$ cat src/rtl/subneg_pkg.sv
// Shared definitions for the SUBNEG program loader slice.
// Holds the loader state encoding, the default memory depth and the
// address the core reserves for its display-mapped output byte.
package subneg_pkg;

  // Loader ownership states: IDLE after reset, LOAD while the pins own the
  // memory, RUN while the core owns it.
  typedef enum logic [1:0] {
    IDLE = 2'd0,
    LOAD = 2'd1,
    RUN  = 2'd2
  } ld_state_t;

  localparam int SUBNEG_DEPTH    = 32;
  // Display-mapped byte; the core owns it, the loader treats it as plain memory.
  localparam int SUBNEG_OUT_ADDR = 21;

endpackage

$ cat src/rtl/subneg_sync_rise.sv
// Multi-flop synchroniser for one asynchronous pin.
// RISE=1 : o_sig is a one-cycle pulse on each synchronised rising edge.
// RISE=0 : o_sig is the synchronised level.
// The pulse is built only from flops (last sync stage and its delayed copy),
// so it is glitch-free.
// Ports:
//   clk     in  clock
//   reset   in  synchronous active-high reset (chain cleared to 0)
//   i_async in  asynchronous pin
//   o_sig   out synchronised level or rising-edge pulse
module subneg_sync_rise
  import subneg_pkg::*;
#(
  parameter int STAGES = 2,
  parameter bit RISE   = 1'b1
) (
  input  logic clk,
  input  logic reset,
  input  logic i_async,
  output logic o_sig
);

  logic [STAGES-1:0] r_sync;

  // Synchroniser shift chain; stage 0 is the metastability catcher.
  always_ff @(posedge clk) begin
    if (reset) begin
      r_sync <= '0;
    end else begin
      r_sync <= {r_sync[STAGES-2:0], i_async};
    end
  end

  generate
    if (RISE) begin : g_rise
      logic r_prev;

      // Delayed copy of the synchronised level for edge detection.
      always_ff @(posedge clk) begin
        if (reset) begin
          r_prev <= 1'b0;
        end else begin
          r_prev <= r_sync[STAGES-1];
        end
      end

      assign o_sig = r_sync[STAGES-1] & ~r_prev;
    end else begin : g_level
      assign o_sig = r_sync[STAGES-1];
    end
  endgenerate

endmodule

$ cat src/rtl/subneg_prog_loader.sv
// Writer side of the SUBNEG program memory: byte-serial pin loader plus the
// DEPTH-byte memory it fills, which afterwards serves the core over req/ack.
// Optional feature macro: SUBNEG_LOAD_CSUM_EN (8-bit wrap-around sum of the
// bytes accepted in the current LOAD; without it o_ld_csum is tied to 0).
// Ports:
//   clk, reset         clock, synchronous active-high reset
//   i_ld_mode          async pin, 1 = loader owns memory, 0 = core owns it
//   i_ld_strobe        async pin, each rising edge writes i_ld_data
//   i_ld_data[7:0]     byte to load (stable from strobe rise to fall)
//   i_core_req/we      core request pulse / write enable
//   i_core_addr[AW-1:0], i_core_wdata[7:0]
//   o_core_rdata[7:0]  read data, held while o_core_ack=0
//   o_core_ack         one-cycle completion pulse
//   o_core_hold        1 while the core must stall (IDLE or LOAD)
//   o_ld_count[AW:0]   bytes accepted since the last LOAD entry
//   o_ld_done          1 in RUN
//   o_ld_error         sticky overflow flag
//   o_ld_csum[7:0]     load checksum
// Memory contents are deliberately not reset.
module subneg_prog_loader
  import subneg_pkg::*;
#(
  parameter int DEPTH       = SUBNEG_DEPTH,
  parameter int AW          = $clog2(DEPTH),
  parameter int SYNC_STAGES = 2
) (
  input  logic          clk,
  input  logic          reset,
  input  logic          i_ld_mode,
  input  logic          i_ld_strobe,
  input  logic [7:0]    i_ld_data,
  input  logic          i_core_req,
  input  logic          i_core_we,
  input  logic [AW-1:0] i_core_addr,
  input  logic [7:0]    i_core_wdata,
  output logic [7:0]    o_core_rdata,
  output logic          o_core_ack,
  output logic          o_core_hold,
  output logic [AW:0]   o_ld_count,
  output logic          o_ld_done,
  output logic          o_ld_error,
  output logic [7:0]    o_ld_csum
);

  localparam int          IW        = (DEPTH > 1) ? $clog2(DEPTH) : 1;
  localparam int          WW        = $clog2(SYNC_STAGES + 1);
  localparam logic [AW:0] DEPTH_C   = (AW+1)'(DEPTH);
  localparam logic [AW:0] CNT_ONE   = (AW+1)'(1);
  localparam logic [WW-1:0] WARM_DONE = WW'(SYNC_STAGES);
  localparam logic [WW-1:0] WARM_ONE  = WW'(1);

  ld_state_t       r_state, w_next;
  logic            w_mode, w_strb_rise;
  logic [WW-1:0]   r_warm;
  logic [AW:0]     r_count;
  logic            r_error, r_hold, r_done;
  logic [7:0]      r_mem [DEPTH];
  logic            w_load_entry, w_ld_rise, w_ld_wr, w_ld_ovf;
  logic            w_core_go, w_core_inr;
  logic            w_mem_we;
  logic [IW-1:0]   w_mem_idx;
  logic [7:0]      w_mem_wdata;
  logic            r_req_v, r_req_we, r_req_inr;
  logic [IW-1:0]   r_req_idx;
  logic [7:0]      r_req_wdata, r_rdata;
  logic            r_ack;

  subneg_sync_rise #(.STAGES(SYNC_STAGES), .RISE(1'b0)) u_sync_mode (
    .clk(clk), .reset(reset), .i_async(i_ld_mode), .o_sig(w_mode)
  );

  subneg_sync_rise #(.STAGES(SYNC_STAGES), .RISE(1'b1)) u_sync_strobe (
    .clk(clk), .reset(reset), .i_async(i_ld_strobe), .o_sig(w_strb_rise)
  );

  // Counts edges since reset so IDLE only decides once the mode chain holds the real pin value.
  always_ff @(posedge clk) begin
    if (reset) begin
      r_warm <= '0;
    end else if (r_warm != WARM_DONE) begin
      r_warm <= r_warm + WARM_ONE;
    end
  end

  // Loader state register.
  always_ff @(posedge clk) begin
    if (reset) begin
      r_state <= IDLE;
    end else begin
      r_state <= w_next;
    end
  end

  // Next-state logic.
  always_comb begin
    w_next = r_state;
    case (r_state)
      IDLE: begin
        if (r_warm == WARM_DONE) begin
          w_next = w_mode ? LOAD : RUN;
        end else begin
          w_next = IDLE;
        end
      end
      LOAD:    w_next = w_mode ? LOAD : RUN;
      RUN:     w_next = w_mode ? LOAD : RUN;
      default: w_next = IDLE;
    endcase
  end

  assign w_load_entry = (w_next == LOAD) && (r_state != LOAD);
  assign w_ld_rise    = (r_state == LOAD) && w_strb_rise;
  assign w_ld_wr      = w_ld_rise && (r_count < DEPTH_C);
  assign w_ld_ovf     = w_ld_rise && !(r_count < DEPTH_C);
  // A request on the edge that hands the memory back to the loader is dropped.
  assign w_core_go    = (r_state == RUN) && (w_next == RUN) && i_core_req;
  assign w_core_inr   = ({1'b0, i_core_addr} < DEPTH_C);

  // Single memory write port; loader and core writes are exclusive by state.
  always_comb begin
    w_mem_we    = 1'b0;
    w_mem_idx   = '0;
    w_mem_wdata = 8'd0;
    if (w_ld_wr) begin
      w_mem_we    = 1'b1;
      w_mem_idx   = r_count[IW-1:0];
      w_mem_wdata = i_ld_data;
    end else if (w_core_go && i_core_we && w_core_inr) begin
      w_mem_we    = 1'b1;
      w_mem_idx   = i_core_addr[IW-1:0];
      w_mem_wdata = i_core_wdata;
    end else begin
      w_mem_we    = 1'b0;
    end
  end

  // Program memory storage (no reset: contents survive a reset).
  always_ff @(posedge clk) begin
    if (w_mem_we) begin
      r_mem[w_mem_idx] <= w_mem_wdata;
    end
  end

  // Write pointer / byte count and sticky overflow flag.
  always_ff @(posedge clk) begin
    if (reset) begin
      r_count <= '0;
      r_error <= 1'b0;
    end else if (w_load_entry) begin
      r_count <= '0;
      r_error <= 1'b0;
    end else if (w_ld_wr) begin
      r_count <= r_count + CNT_ONE;
    end else if (w_ld_ovf) begin
      r_error <= 1'b1;
    end
  end

`ifdef SUBNEG_LOAD_CSUM_EN
  logic [7:0] r_csum;

  // Running checksum of accepted bytes; overflow bytes never reach it.
  always_ff @(posedge clk) begin
    if (reset) begin
      r_csum <= 8'd0;
    end else if (w_load_entry) begin
      r_csum <= 8'd0;
    end else if (w_ld_wr) begin
      r_csum <= r_csum + i_ld_data;
    end
  end

  assign o_ld_csum = r_csum;
`else
  assign o_ld_csum = 8'd0;
`endif

  // Status flags registered from the next state so they align with the state register.
  always_ff @(posedge clk) begin
    if (reset) begin
      r_hold <= 1'b1;
      r_done <= 1'b0;
    end else begin
      r_hold <= (w_next != RUN);
      r_done <= (w_next == RUN);
    end
  end

  // Core request stage: capture the accepted request (write already issued this edge).
  always_ff @(posedge clk) begin
    if (reset) begin
      r_req_v     <= 1'b0;
      r_req_we    <= 1'b0;
      r_req_inr   <= 1'b0;
      r_req_idx   <= '0;
      r_req_wdata <= 8'd0;
    end else begin
      r_req_v <= w_core_go;
      if (w_core_go) begin
        r_req_we    <= i_core_we;
        r_req_inr   <= w_core_inr;
        r_req_idx   <= i_core_addr[IW-1:0];
        r_req_wdata <= i_core_wdata;
      end
    end
  end

  // Core response stage: reads see any write from the previous request.
  always_ff @(posedge clk) begin
    if (reset) begin
      r_ack   <= 1'b0;
      r_rdata <= 8'd0;
    end else begin
      r_ack <= r_req_v;
      if (r_req_v) begin
        if (r_req_we) begin
          r_rdata <= r_req_wdata;
        end else if (r_req_inr) begin
          r_rdata <= r_mem[r_req_idx];
        end else begin
          r_rdata <= 8'd0;
        end
      end
    end
  end

  assign o_core_rdata = r_rdata;
  assign o_core_ack   = r_ack;
  assign o_core_hold  = r_hold;
  assign o_ld_count   = r_count;
  assign o_ld_done    = r_done;
  assign o_ld_error   = r_error;

endmodule

$ cat config.mk
export PLATFORM = sky130hd
export DESIGN_NAME = subneg_prog_loader
export DESIGN_NICKNAME = d
export VERILOG_FILES = /design/src/rtl/subneg_pkg.sv /design/src/rtl/subneg_sync_rise.sv /design/src/rtl/subneg_prog_loader.sv
export SDC_FILE = /design/constraint.sdc
export NUM_CORES = 1
export LEC_CHECK = 0
export CAP_MARGIN = 10
export CORE_MARGIN = 3
export CORE_UTILIZATION = 45
export DETAILED_ROUTE_END_ITERATION = 12
export PLACE_DENSITY = 0.72
export SLEW_MARGIN = 10
export SYNTH_ARGS = -nofsm -noshare
export SYNTH_HDL_FRONTEND = slang
export SYNTH_SLANG_ARGS = --single-unit
$ cat constraint.sdc
create_clock -name clk -period 4.91 [get_ports clk]
set_clock_uncertainty 0.15 [all_clocks]
set_input_delay 1.473 -clock clk [delete_from_list [all_inputs] [get_ports clk]]
set_output_delay 1.473 -clock clk [all_outputs]
set_load 0.02 [all_outputs]
Word level (Yosys, flattened, before mapping)
Memories as Yosys holds them, arrays and structs flattened. A register that Yosys moved wholly into a read port is not among the register bits.
Cells that the tools add are included.

operators by class
  add/sub/neg operators = 2
  reduce and logical (&&, ||, !) cells = 12
  mux-type cells = 15
  equality and inequality tests = 8
  bitwise logic cells = 3
  shifts and indexed selects = 0
  multipliers = 0
  magnitude comparators = 1
  div/mod/pow operators = 0

operators by type and width
  cell                                                                     number
  8-bit two-way mux                                                        4
  5-bit two-way mux                                                        4
  1-bit logical AND                                                        7
  6-bit by 1-bit adder with 6-bit output, second input constant            1
  2-bit equality test, second input constant                               3
  6-bit less-than comparator, second input constant                        1
  2-bit by 1-bit equality test with 1-bit output, second input constant    2
  1-bit two-way mux                                                        4
  2-bit two-way mux                                                        2
  2-bit inequality test, second input constant                             2
  2-bit one-hot mux with 2 select lines                                    1
  2-bit OR reduction                                                       2
  2-bit by 1-bit adder with 2-bit output, second input constant            1
  2-bit zero test                                                          1
  2-bit by 1-bit inequality test with 1-bit output, second input constant  1
  1-bit inverter                                                           2
  2-bit AND reduction                                                      1
  1-bit bitwise AND                                                        1
  1-bit zero test                                                          1

word-level totals
  memory bits (writable) = 256
  input bits = 27
  word-level logic and storage cells = 58
  latch bits = 0
  memories kept = 1
  bits in read-only memories = 0
  register bits = 43

memories
  memory  depth  bits a word  read ports  clocked after Yosys merged registers in  write ports  line                      RTL
  r_mem   32     8            1           1                                        1            subneg_prog_loader.sv:57  logic [7:0] r_mem [DEPTH];

Logic depth before layout (Yosys ltp)
  depth after elaboration = 11
  gate-level depth with buffers = 8

Cells and area by module
A second synthesis with hierarchy kept.

unflattened totals
  cell total of the unflattened synthesis = 748
  area total of the unflattened synthesis = 12,121.6 µm²

by module, submodules not included
  module                            cells each  instances  seq. area each (µm²)  area an instance (µm²)
  subneg_prog_loader                737         1          8,548.2               11,981.5
  subneg_sync_rise (u_sync_strobe)  7           1          60.1                  87.6
  subneg_sync_rise (u_sync_mode)    4           1          40.0                  52.6

Least setup slack after synthesis
No wires, ideal clock.

  path type = input to register
  start = input port i_core_req
  end = memory r_mem[26][0], enable pin
  arrival time = 2.874 ns
  stages = 6
  path slack = 1.515 ns
  path buffers = 1
  cell sequence = and3b_1 > and3_1 > buf_2 > a32oi_1 > nand3_1 > nor2_1

between the ends
  cells in the longest elaborated chain, start to end = 6
  elaborated cells between the ends (all ways) = 8

RTL lines
  item                                     line                       RTL
  from (decl)                              subneg_prog_loader.sv:32   input logic i_core_req,
  1-bit logical AND *                      subneg_prog_loader.sv:116  assign w_core_go = (r_state == RUN) && (w_next == RUN) && i_core_req;
  1-bit logical AND *                      subneg_prog_loader.sv:128  end else if (w_core_go && i_core_we && w_core_inr) begin
  1-bit two-way mux                        subneg_prog_loader.sv:128
  1-bit two-way mux                        subneg_prog_loader.sv:124  if (w_ld_wr) begin
  1-bit two-way mux                        subneg_prog_loader.sv:139  if (w_mem_we) begin
  1-bit two-way mux (implied by the code)  subneg_prog_loader.sv:140  r_mem[w_mem_idx] <= w_mem_wdata;
  to (decl)                                subneg_prog_loader.sv:57

Mark *: on every way between the ends. The rest lies on a longest branch, timed or not.

Final worst setup path
  start = input port i_core_req
  end = memory r_mem[10][4], enable pin

Same word-level chain as after synthesis.

==> flow_summary.toml <==
[timing]
max_freq_mhz = 264
worst_pin_slew_ps = 1140
rsz0062_at_grt = "false"
drv_slew = 0
setup_tns_ps = 0
period_needed_ps = 3790
report.final.hold_viol_count = 0
finalCritPeriodShare_pct = 77.2
finalSetupViolations = 0
max-slew-margin-rel_pct = 23.6

[clocking]
h-tree-depth = 1
numCtsBuffers = 30
tritoncts = "built"
clock_path_buffers = 3
path_clk_slew_ps = 60
postCtsSetupRepairBufs = 0
cts_sinks = 304
cts_resized = 0
cts_root_buf = "clkbuf_16"
ctsHoldBuffers = 0
clkLatencyLatePin_ps = 550

[yosys]
synth_area_um2 = 12200
synthArstFlopShare_pct = 0
ys.flop_type = "edfxtp_1"
ys_seq_area_share_pct = 71.1
synth_xor_xnor_area_share_pct = 0.360
synth_edf_count = 256
synthAdderAreaFrac_pct = 0.617
synth_top_family_by_area = "multiplexers"
synth-compound-area-share_pct = 6.92
ys_types = 43
syn_area_per_cell_um2 = 16.1
ys_ff_latch = 304
synthCells = 753
yosysWarnings = 0
synth_mux_area_share_pct = 12.0
synth-simple-area-share_pct = 5.66

[critical_path]
cpMaxStageDelayCell = "nor2_1"
critPathLaunchType = "input pin"
end_kind = "flop"
slowest_delay_ps = 690
required_ps = 4940
path_delay_family = "simple AND/OR/NAND/NOR gates"
crit_path_cell_trace = "clkdlybuf4s50_1, and3b_1, nand4_1, o21ai_0, nand2_1, nor2_1"
path_max_fanout = 8
criticalPathCategory = "in2reg"
cp.arrival_ps = 3820
cp_num_buf_inv = 1

[hold_path]
hp-class = "reg2reg"

[power_and_ir_drop]
leakage_nw = 4.75
max-vdd-ir-drop_uv = 252
powerDensity_nw_per_um2 = 385
power_mw = 5.34

[finish]
final_cell_mix = "256 x edfxtp_1, 110 x mux2i_1, 61 x nor2_1"
final_common_cell = "edfxtp_1"
nNetsFinal = 841
drive_gt1_share_pct = 11.3
area_delta_synth_final_pct = 14.0
antenna_cells = 0

[place]
io_buffers = 44
hpwl_um = 16600
routabilityCongestion = 0.843

[floorplan]
chipWidth_um = 170
die_area_um2 = 29000
rows = 59
die_h_um = 170
core_area_um2 = 26300
io_pins = 53
start_util_pct = 46.3

[run_status]
status = "complete, no violations"

[job]
max_cap_violations = 0

[global_route]
grt_max_degree = 50
overflow = 0
antenna_found_initial = 0
grtUsageTotal_pct = 17.3
grt_pass1_vias = 6605
grt_pass1_wl_um = 38200

[detailed_routing]
drc_errors = 0
wl_per_cell_um = 22.1
vias_per_cell = 5.67
drt_pass1_iterations = 5
wl_um = 25700
num_vias = 6599
ant_nets = 0
drt_iter0_markers = 608
## through the flow
step / std cells / worst slack (ps) / cell area, um^2 / utilization, % / hold WS, ps
finish: 1164 / 1120 / 13900 / 52.8 / 289
detailed placement: 1111 / 511 / 12900 / 48.9 / 276
CTS: 1164 / 1080 / 13900 / 52.8 / 291
global placement: 1111 / 554 / 12900 / 48.9 / 273
floorplan: 760 / 1520 / 12200 / - / 264
global route: 1164 / 925 / 13900 / 52.8 / 317
## power by group
part	leakage (nW)	switching, mW	internal [mW]
Combinational	1.13	0.119	0.0883
Clock	0.481	0.920	1.41
Sequential	3.14	0.0180	2.79
Total	4.75	1.06	4.29
## per-layer routing
layer	GRT usage [%]	vias up	wire, um
met1	23.3	3329	11000
met3	2.93	48	1360
met4	5.68	0	832
met5	0	-	0
met2	28.7	201	12500
li1	-	3021	-
## cell type report
type                            instances  area, um^2
Sequential cell                       304        8650
Tap cell                              335         419
Clock buffer                           37         798
Timing Repair Buffer                   66         618
Clock inverter                         16         206
Inverter                                7        26.3
Multi-Input combinational cell        399        3150
Fill cell                            2094       12400
## state kept, by name (all words and copies together) (netlist names), named ones only
| register | count |
|---|---|
| r_req_wdata | 8 |
| o_ld_count | 6 |
| u_sync_strobe.r_sync | 2 |
| r_state | 2 |
| r_req_v | 1 |
| r_mem | 256 |
| o_core_rdata | 8 |
| r_req_idx | 5 |
| u_sync_strobe.g_rise.r_prev | 1 |
| o_core_ack | 1 |
| r_req_inr | 1 |
| o_ld_error | 1 |
| r_warm | 2 |
| o_ld_done | 1 |
| r_req_we | 1 |
| o_core_hold | 1 |
| u_sync_mode.r_sync | 2 |
## final timing paths
| path | startpoint | endpoint | slack (ps) | cells past startpoint |
|---|---|---|---|---|
| min reg2reg | u_sync_mode.r_sync[0]$_SDFF_PP0_ | u_sync_mode.r_sync[1]$_SDFF_PP0_ | 290 | 1 |
| max reg2reg | r_state[1]$_SDFF_PP0_ | r_mem[10][4]$_DFFE_PP_ | 1770 | 6 |
| max | i_core_req | r_mem[10][4]$_DFFE_PP_ | 1120 | 6 |
| min | u_sync_mode.r_sync[0]$_SDFF_PP0_ | u_sync_mode.r_sync[1]$_SDFF_PP0_ | 290 | 1 |
## cell usage after synthesis (all sizes together), types with 9 or more instances
library cell | number | share of area (%)
a22oi | 48 | 3.3
clkbuf | 12 | 0.37
mux4 | 16 | 3.0
mux2i | 110 | 9.1
o22ai | 9 | 0.46
nor2b | 24 | 1.2
a21oi | 37 | 1.5
nor2 | 61 | 1.9
buf | 38 | 2.7
nand2 | 12 | 0.37
edfxtp | 256 | 63
dfxtp | 48 | 7.9
## logic make-up after synthesis
family	after synthesis
other cells	1
fa+ha+maj	6
buf+inv	57
xor+xnor	5
flops	304
mux	126
compound gates	118
simple gates	136
(Power assumes the default switching activity.)
